==> src/rtl/serial_adder.sv <==
// rtl/serial_adder.sv - bit-serial N-bit adder around a single one-bit full_adder cell
//
// full_adder : combinational one-bit full adder.
//   i_bit1, i_bit2, i_carry : addend bits and carry-in
//   o_sum, o_carry          : sum bit and carry-out
//
// serial_adder : adds two WIDTH-bit operands plus a carry-in, one bit per clock, LSB first.
//   i_clk   : system clock, rising edge
//   i_rst   : asynchronous active-high reset
//   i_start : request; accepted in IDLE or DONE
//   i_a     : operand A, sampled on the accepting edge
//   i_b     : operand B, sampled on the accepting edge
//   i_cin   : carry-in, sampled on the accepting edge
//   o_busy  : high while in RUN
//   o_done  : one-cycle pulse in the cycle a new result first appears
//   o_sum   : registered sum of the last completed operation
//   o_cout  : registered carry-out of the last completed operation

module full_adder (
  input  logic i_bit1,
  input  logic i_bit2,
  input  logic i_carry,
  output logic o_sum,
  output logic o_carry
);

  assign o_sum   = i_bit1 ^ i_bit2 ^ i_carry;
  assign o_carry = (i_bit1 & i_bit2) | (i_bit1 & i_carry) | (i_bit2 & i_carry);

endmodule

module serial_adder #(
  parameter int WIDTH = 8
) (
  input  logic             i_clk,
  input  logic             i_rst,
  input  logic             i_start,
  input  logic [WIDTH-1:0] i_a,
  input  logic [WIDTH-1:0] i_b,
  input  logic             i_cin,
  output logic             o_busy,
  output logic             o_done,
  output logic [WIDTH-1:0] o_sum,
  output logic             o_cout
);

  localparam int CNT_W = $clog2(WIDTH);
  localparam logic [CNT_W-1:0] LAST_BIT = CNT_W'(WIDTH - 1);

  typedef enum logic [1:0] {
    S_IDLE,
    S_RUN,
    S_DONE
  } state_t;

  state_t             r_state;
  state_t             w_next_state;
  logic               w_accept;
  logic               w_last;

  logic [WIDTH-1:0]   r_a_sh;
  logic [WIDTH-1:0]   r_b_sh;
  logic               r_carry;
  logic [CNT_W-1:0]   r_cnt;
  // Holds the WIDTH-1 bits already produced; the bit coming out of the
  // full_adder this cycle completes the word, so no extra storage bit is needed.
  logic [WIDTH-2:0]   r_sum_sh;
  logic [WIDTH-1:0]   r_sum;
  logic               r_cout;

  logic               w_fa_sum;
  logic               w_fa_carry;
  logic [WIDTH-1:0]   w_sum_word;

  full_adder u_full_adder (
    .i_bit1  (r_a_sh[0]),
    .i_bit2  (r_b_sh[0]),
    .i_carry (r_carry),
    .o_sum   (w_fa_sum),
    .o_carry (w_fa_carry)
  );

  assign w_sum_word = {w_fa_sum, r_sum_sh};

  // State register.
  always_ff @(posedge i_clk or posedge i_rst) begin
    if (i_rst) begin
      r_state <= S_IDLE;
    end else begin
      r_state <= w_next_state;
    end
  end

  // Next-state logic. DONE accepts a new request exactly like IDLE so that a
  // continuously held i_start yields one result every WIDTH+1 cycles.
  always_comb begin
    w_next_state = r_state;
    w_accept     = 1'b0;
    w_last       = 1'b0;
    case (r_state)
      S_IDLE: begin
        if (i_start) begin
          w_accept     = 1'b1;
          w_next_state = S_RUN;
        end
      end
      S_RUN: begin
        if (r_cnt == LAST_BIT) begin
          w_last       = 1'b1;
          w_next_state = S_DONE;
        end
      end
      S_DONE: begin
        if (i_start) begin
          w_accept     = 1'b1;
          w_next_state = S_RUN;
        end else begin
          w_next_state = S_IDLE;
        end
      end
      default: begin
        w_next_state = S_IDLE;
      end
    endcase
  end

  // Datapath: operand shift registers, carry, bit counter and result registers.
  always_ff @(posedge i_clk or posedge i_rst) begin
    if (i_rst) begin
      r_a_sh   <= '0;
      r_b_sh   <= '0;
      r_carry  <= 1'b0;
      r_cnt    <= '0;
      r_sum_sh <= '0;
      r_sum    <= '0;
      r_cout   <= 1'b0;
    end else if (w_accept) begin
      r_a_sh   <= i_a;
      r_b_sh   <= i_b;
      r_carry  <= i_cin;
      r_cnt    <= '0;
      r_sum_sh <= '0;
    end else if (r_state == S_RUN) begin
      r_a_sh   <= {1'b0, r_a_sh[WIDTH-1:1]};
      r_b_sh   <= {1'b0, r_b_sh[WIDTH-1:1]};
      r_carry  <= w_fa_carry;
      r_sum_sh <= w_sum_word[WIDTH-1:1];
      if (w_last) begin
        // Counter is left at its final value so it never wraps mid-operation.
        r_sum  <= w_sum_word;
        r_cout <= w_fa_carry;
      end else begin
        r_cnt  <= r_cnt + 1'b1;
      end
    end
  end

  assign o_busy = (r_state == S_RUN);
  assign o_done = (r_state == S_DONE);
  assign o_sum  = r_sum;
  assign o_cout = r_cout;

endmodule

==> config.mk <==
export PLATFORM = sky130hd
export DESIGN_NAME = serial_adder
export DESIGN_NICKNAME = d
export VERILOG_FILES = /design/src/rtl/serial_adder.sv
export SDC_FILE = /design/constraint.sdc
export NUM_CORES = 1
export LEC_CHECK = 0
export ABC_AREA = 1
export BUFFER_PORTS_ARGS = -buffer_cell sky130_fd_sc_hd__buf_2
export CORE_MARGIN = 10
export CORE_UTILIZATION = 35
export DETAILED_ROUTE_END_ITERATION = 12
export SKIP_CTS_REPAIR_TIMING = 1
export SLEW_MARGIN = 5
export SYNTH_ARGS = -nofsm -noshare
export SYNTH_HDL_FRONTEND = slang
export SYNTH_HIERARCHICAL = 1
export SYNTH_SLANG_ARGS = --single-unit
export TNS_END_PERCENT = 30
==> constraint.sdc <==
create_clock -name i_clk -period 1.6 [get_ports i_clk]
set_clock_uncertainty 0.2 [all_clocks]
set_input_delay 0.08 -clock i_clk [delete_from_list [all_inputs] [get_ports i_clk]]
set_output_delay 0.08 -clock i_clk [all_outputs]
set_load 0.005 [all_outputs]
==> results.toml <==
[floorplanning]
placementRows = 25
io_pins = 31
core-area_sq_um = 4690
dieWidth_um = 89.5
dieArea_sq_um = 8000
initial_core_util = 0.360
die_h_um = 89.5

[timing]
setup_tns_ns = 0
tightest_slew_ns = 0.484
period_share = 0.930
maxSlewViolCount = 0
rsz0062_at_grt = "no"
final-hold-violation-count = 1
max_freq_ghz = 0.672
period_needed_ns = 1.49
setup_viol = 0
slew_headroom = 0.677
hold_slack_ns = -0.0167

[layout]
multi_input_area_sq_um = 631
drive_gt1_frac = 0.240
fill_cells = 472
diodes = 0
regArea_sq_um = 952
area_growth_pct = 32.0
fin_util = 0.475
layout.nets = 264
final_common_cell = "nand2_1"
stdcell_area_sq_um = 2230
final_cell_mix = "73 x nand2_1, 39 x nand3_1, 37 x dfrtp_1, 30 x buf_2, 18 x dlygate4sd3_1"

[global_route]
grt_pass1_vias = 1341
grt_pass1_wl_mm = 5.89
grt_max_degree = 39
antenna_found_initial = 0
grt_overflow = 0
grt_usage = 0.0957

[clock_tree]
clk_pin_slew_ns = 0.08
htreeDepth = 2
clkLatencyLatePin_ns = 0.29
cts.sinks = 38
cts_max_path_buffers = 2
cts_tree = "yes"
clock_tree.root_cell = "clkbuf_8"
cts_inserted_buffers = 5

[synth]
yosysTopAreaCell = "dfrtp_1"
syn_nets = 209
yosysWarnings = 6
syn_inst = 186
synthTopCellsByArea = "dfrtp_1 56%, nand2_1 16%, nand3_1 12%"
yosys.cell_types.count = 16
syn_avg_cell_area_sq_um = 9.08
synth_seq_area_share = 0.563
netlist_area_sq_um = 1690
yosys.area.top_type_share = 0.563
ys_ff_latch = 38

[pwr]
p_comb_frac = 0.358
power.density_nw_per_um2 = 1860
p_leak_nw = 1.15
swShare = 0.341
power.total_mw = 4.14
intPower_mw = 2.73
seqPwrFrac = 0.397
p_sw_mw = 1.41
worst_ir_drop_vdd_v = 0.000925
p_clk_frac = 0.244

[detailed_routing]
postRouteAntennaNets = 0
vias_per_cell = 4.57
route.detailed.drc = 0
drt-wirelength-per-cell_um = 11.9
firstDrtPassIters = 4
wirelength_mm = 3.52
drtIter0Drc = 49
num_vias = 1352

[status]
violations = "hold timing"
status = "finished with violations"

[place]
dp_hpwl_mm = 2.37
placed_area_sq_um = 1890
globalplace.congestion = 0.690
io_buffers = 30

[run]
max_cap_violations = 0

[critical_path]
path_buf_inv = 3
cp-start-kind = "flop"
arrival_ns = 1.21
crit_required_ns = 1.32
path_max_fanout = 13
path_delay_family = "buffers and inverters"
critical-path-max-stage-delay_ns = 0.39
cp-end-kind = "primary output"
cpMaxStageDelayCell = "dfrtp_2"
cp_cell_sequence = "inv_2 -> nor2_4 -> buf_4 -> buf_2"
critical_path_class = "flop to primary output"

[min_path]
hp-class = "input port to flop"
kinds of logic after synthesis:
kind of cell             count (synthesis)  synth area share
AND/OR/NAND/NOR                        122             0.326
AO/OA/AOI/OAI                            6            0.0178
buffers and inverters                   17            0.0667
adder cells (fa/ha/maj)                  3            0.0267
flip-flops                              38             0.563
area by class of cell:
type / instances / area share
flip-flops and latches: 38 / 0.427
inverters: 9 / 0.0152
clock buffers: 6 / 0.0370
well taps: 54 / 0.0303
multi-input cells: 131 / 0.283
repair buffers: 56 / 0.181
clock inverters: 2 / 0.0269
metrics by stage:
step | worst slack, ns | hold slack, ns | cells
2_1_floorplan | 0.132 | -0.00317 | 186
4_1_cts | -0.0848 | -0.299 | 276
3_5_place_dp | 0.0102 | 0.0234 | 268
6_report | 0.112 | -0.0167 | 296
5_1_grt | 0.0326 | 0.0140 | 296
3_3_place_gp | 0.0733 | 0.0199 | 268
path summary, 6_finish.rpt:
kind | startpoint | endpoint | slack [ns] | cells after the start
worst max-delay path | r_state[0] | o_busy | 0.11 | 4
worst min-delay path | i_start | r_sum_sh[6] | -0.02 | 4
worst max register to register | r_cnt[0] | r_cnt[0] | 0.12 | 6
worst min register to register | r_sum_sh[5] | o_sum[5] | 0.27 | 2
max in group asynchronous | i_rst | r_state[0] | 0.61 | 4
min in group asynchronous | i_rst | r_b_sh[7] | 0.23 | 4
power groups by stage:
stage,clock (mW),sequential (mW),combinational (mW)
after floorplan,0,1.63,1.11
after global placement,0,1.67,1.41
after detailed placement,0,1.68,1.42
after CTS,1.02,1.67,1.43
after global routing,1.06,1.71,1.74
final,1.01,1.64,1.48
worst register-to-register path: cells and delay by family, from the launching register on:
kind          cells  cell delay, ns
fa+ha+maj         2            0.43
buf+inv           1            0.11
simple gates      3            0.24
flops             1            0.40
routing by layer:
metal,vias up,wire (um),global-route usage
met5,-,0,0
met2,32,1680,0.151
li1,706,-,-
met3,6,204,0.0365
met1,608,1590,0.111
met4,0,49,0.0477
sequential cells by signal, summed over array words and instances, names as in the netlist:
signal / flops
r_a_sh: 8
r_sum_sh: 7
o_sum: 8
r_carry: 1
r_cnt: 3
r_state: 2
o_cout: 1
r_b_sh: 8
Yosys cell counts:
cell type,count
nand2_1,73
nand3_1,40
dfrtp_1,38
inv_1,6
buf_6,5
o21ai_0,4
buf_4,3
inv_2,3
nor2_4,3
ha_1,2
nand2_4,2
nor2_1,2
o21ai_1,2
fa_1,1
nand2_2,1
nand4_1,1
(Power assumes the default switching activity.)
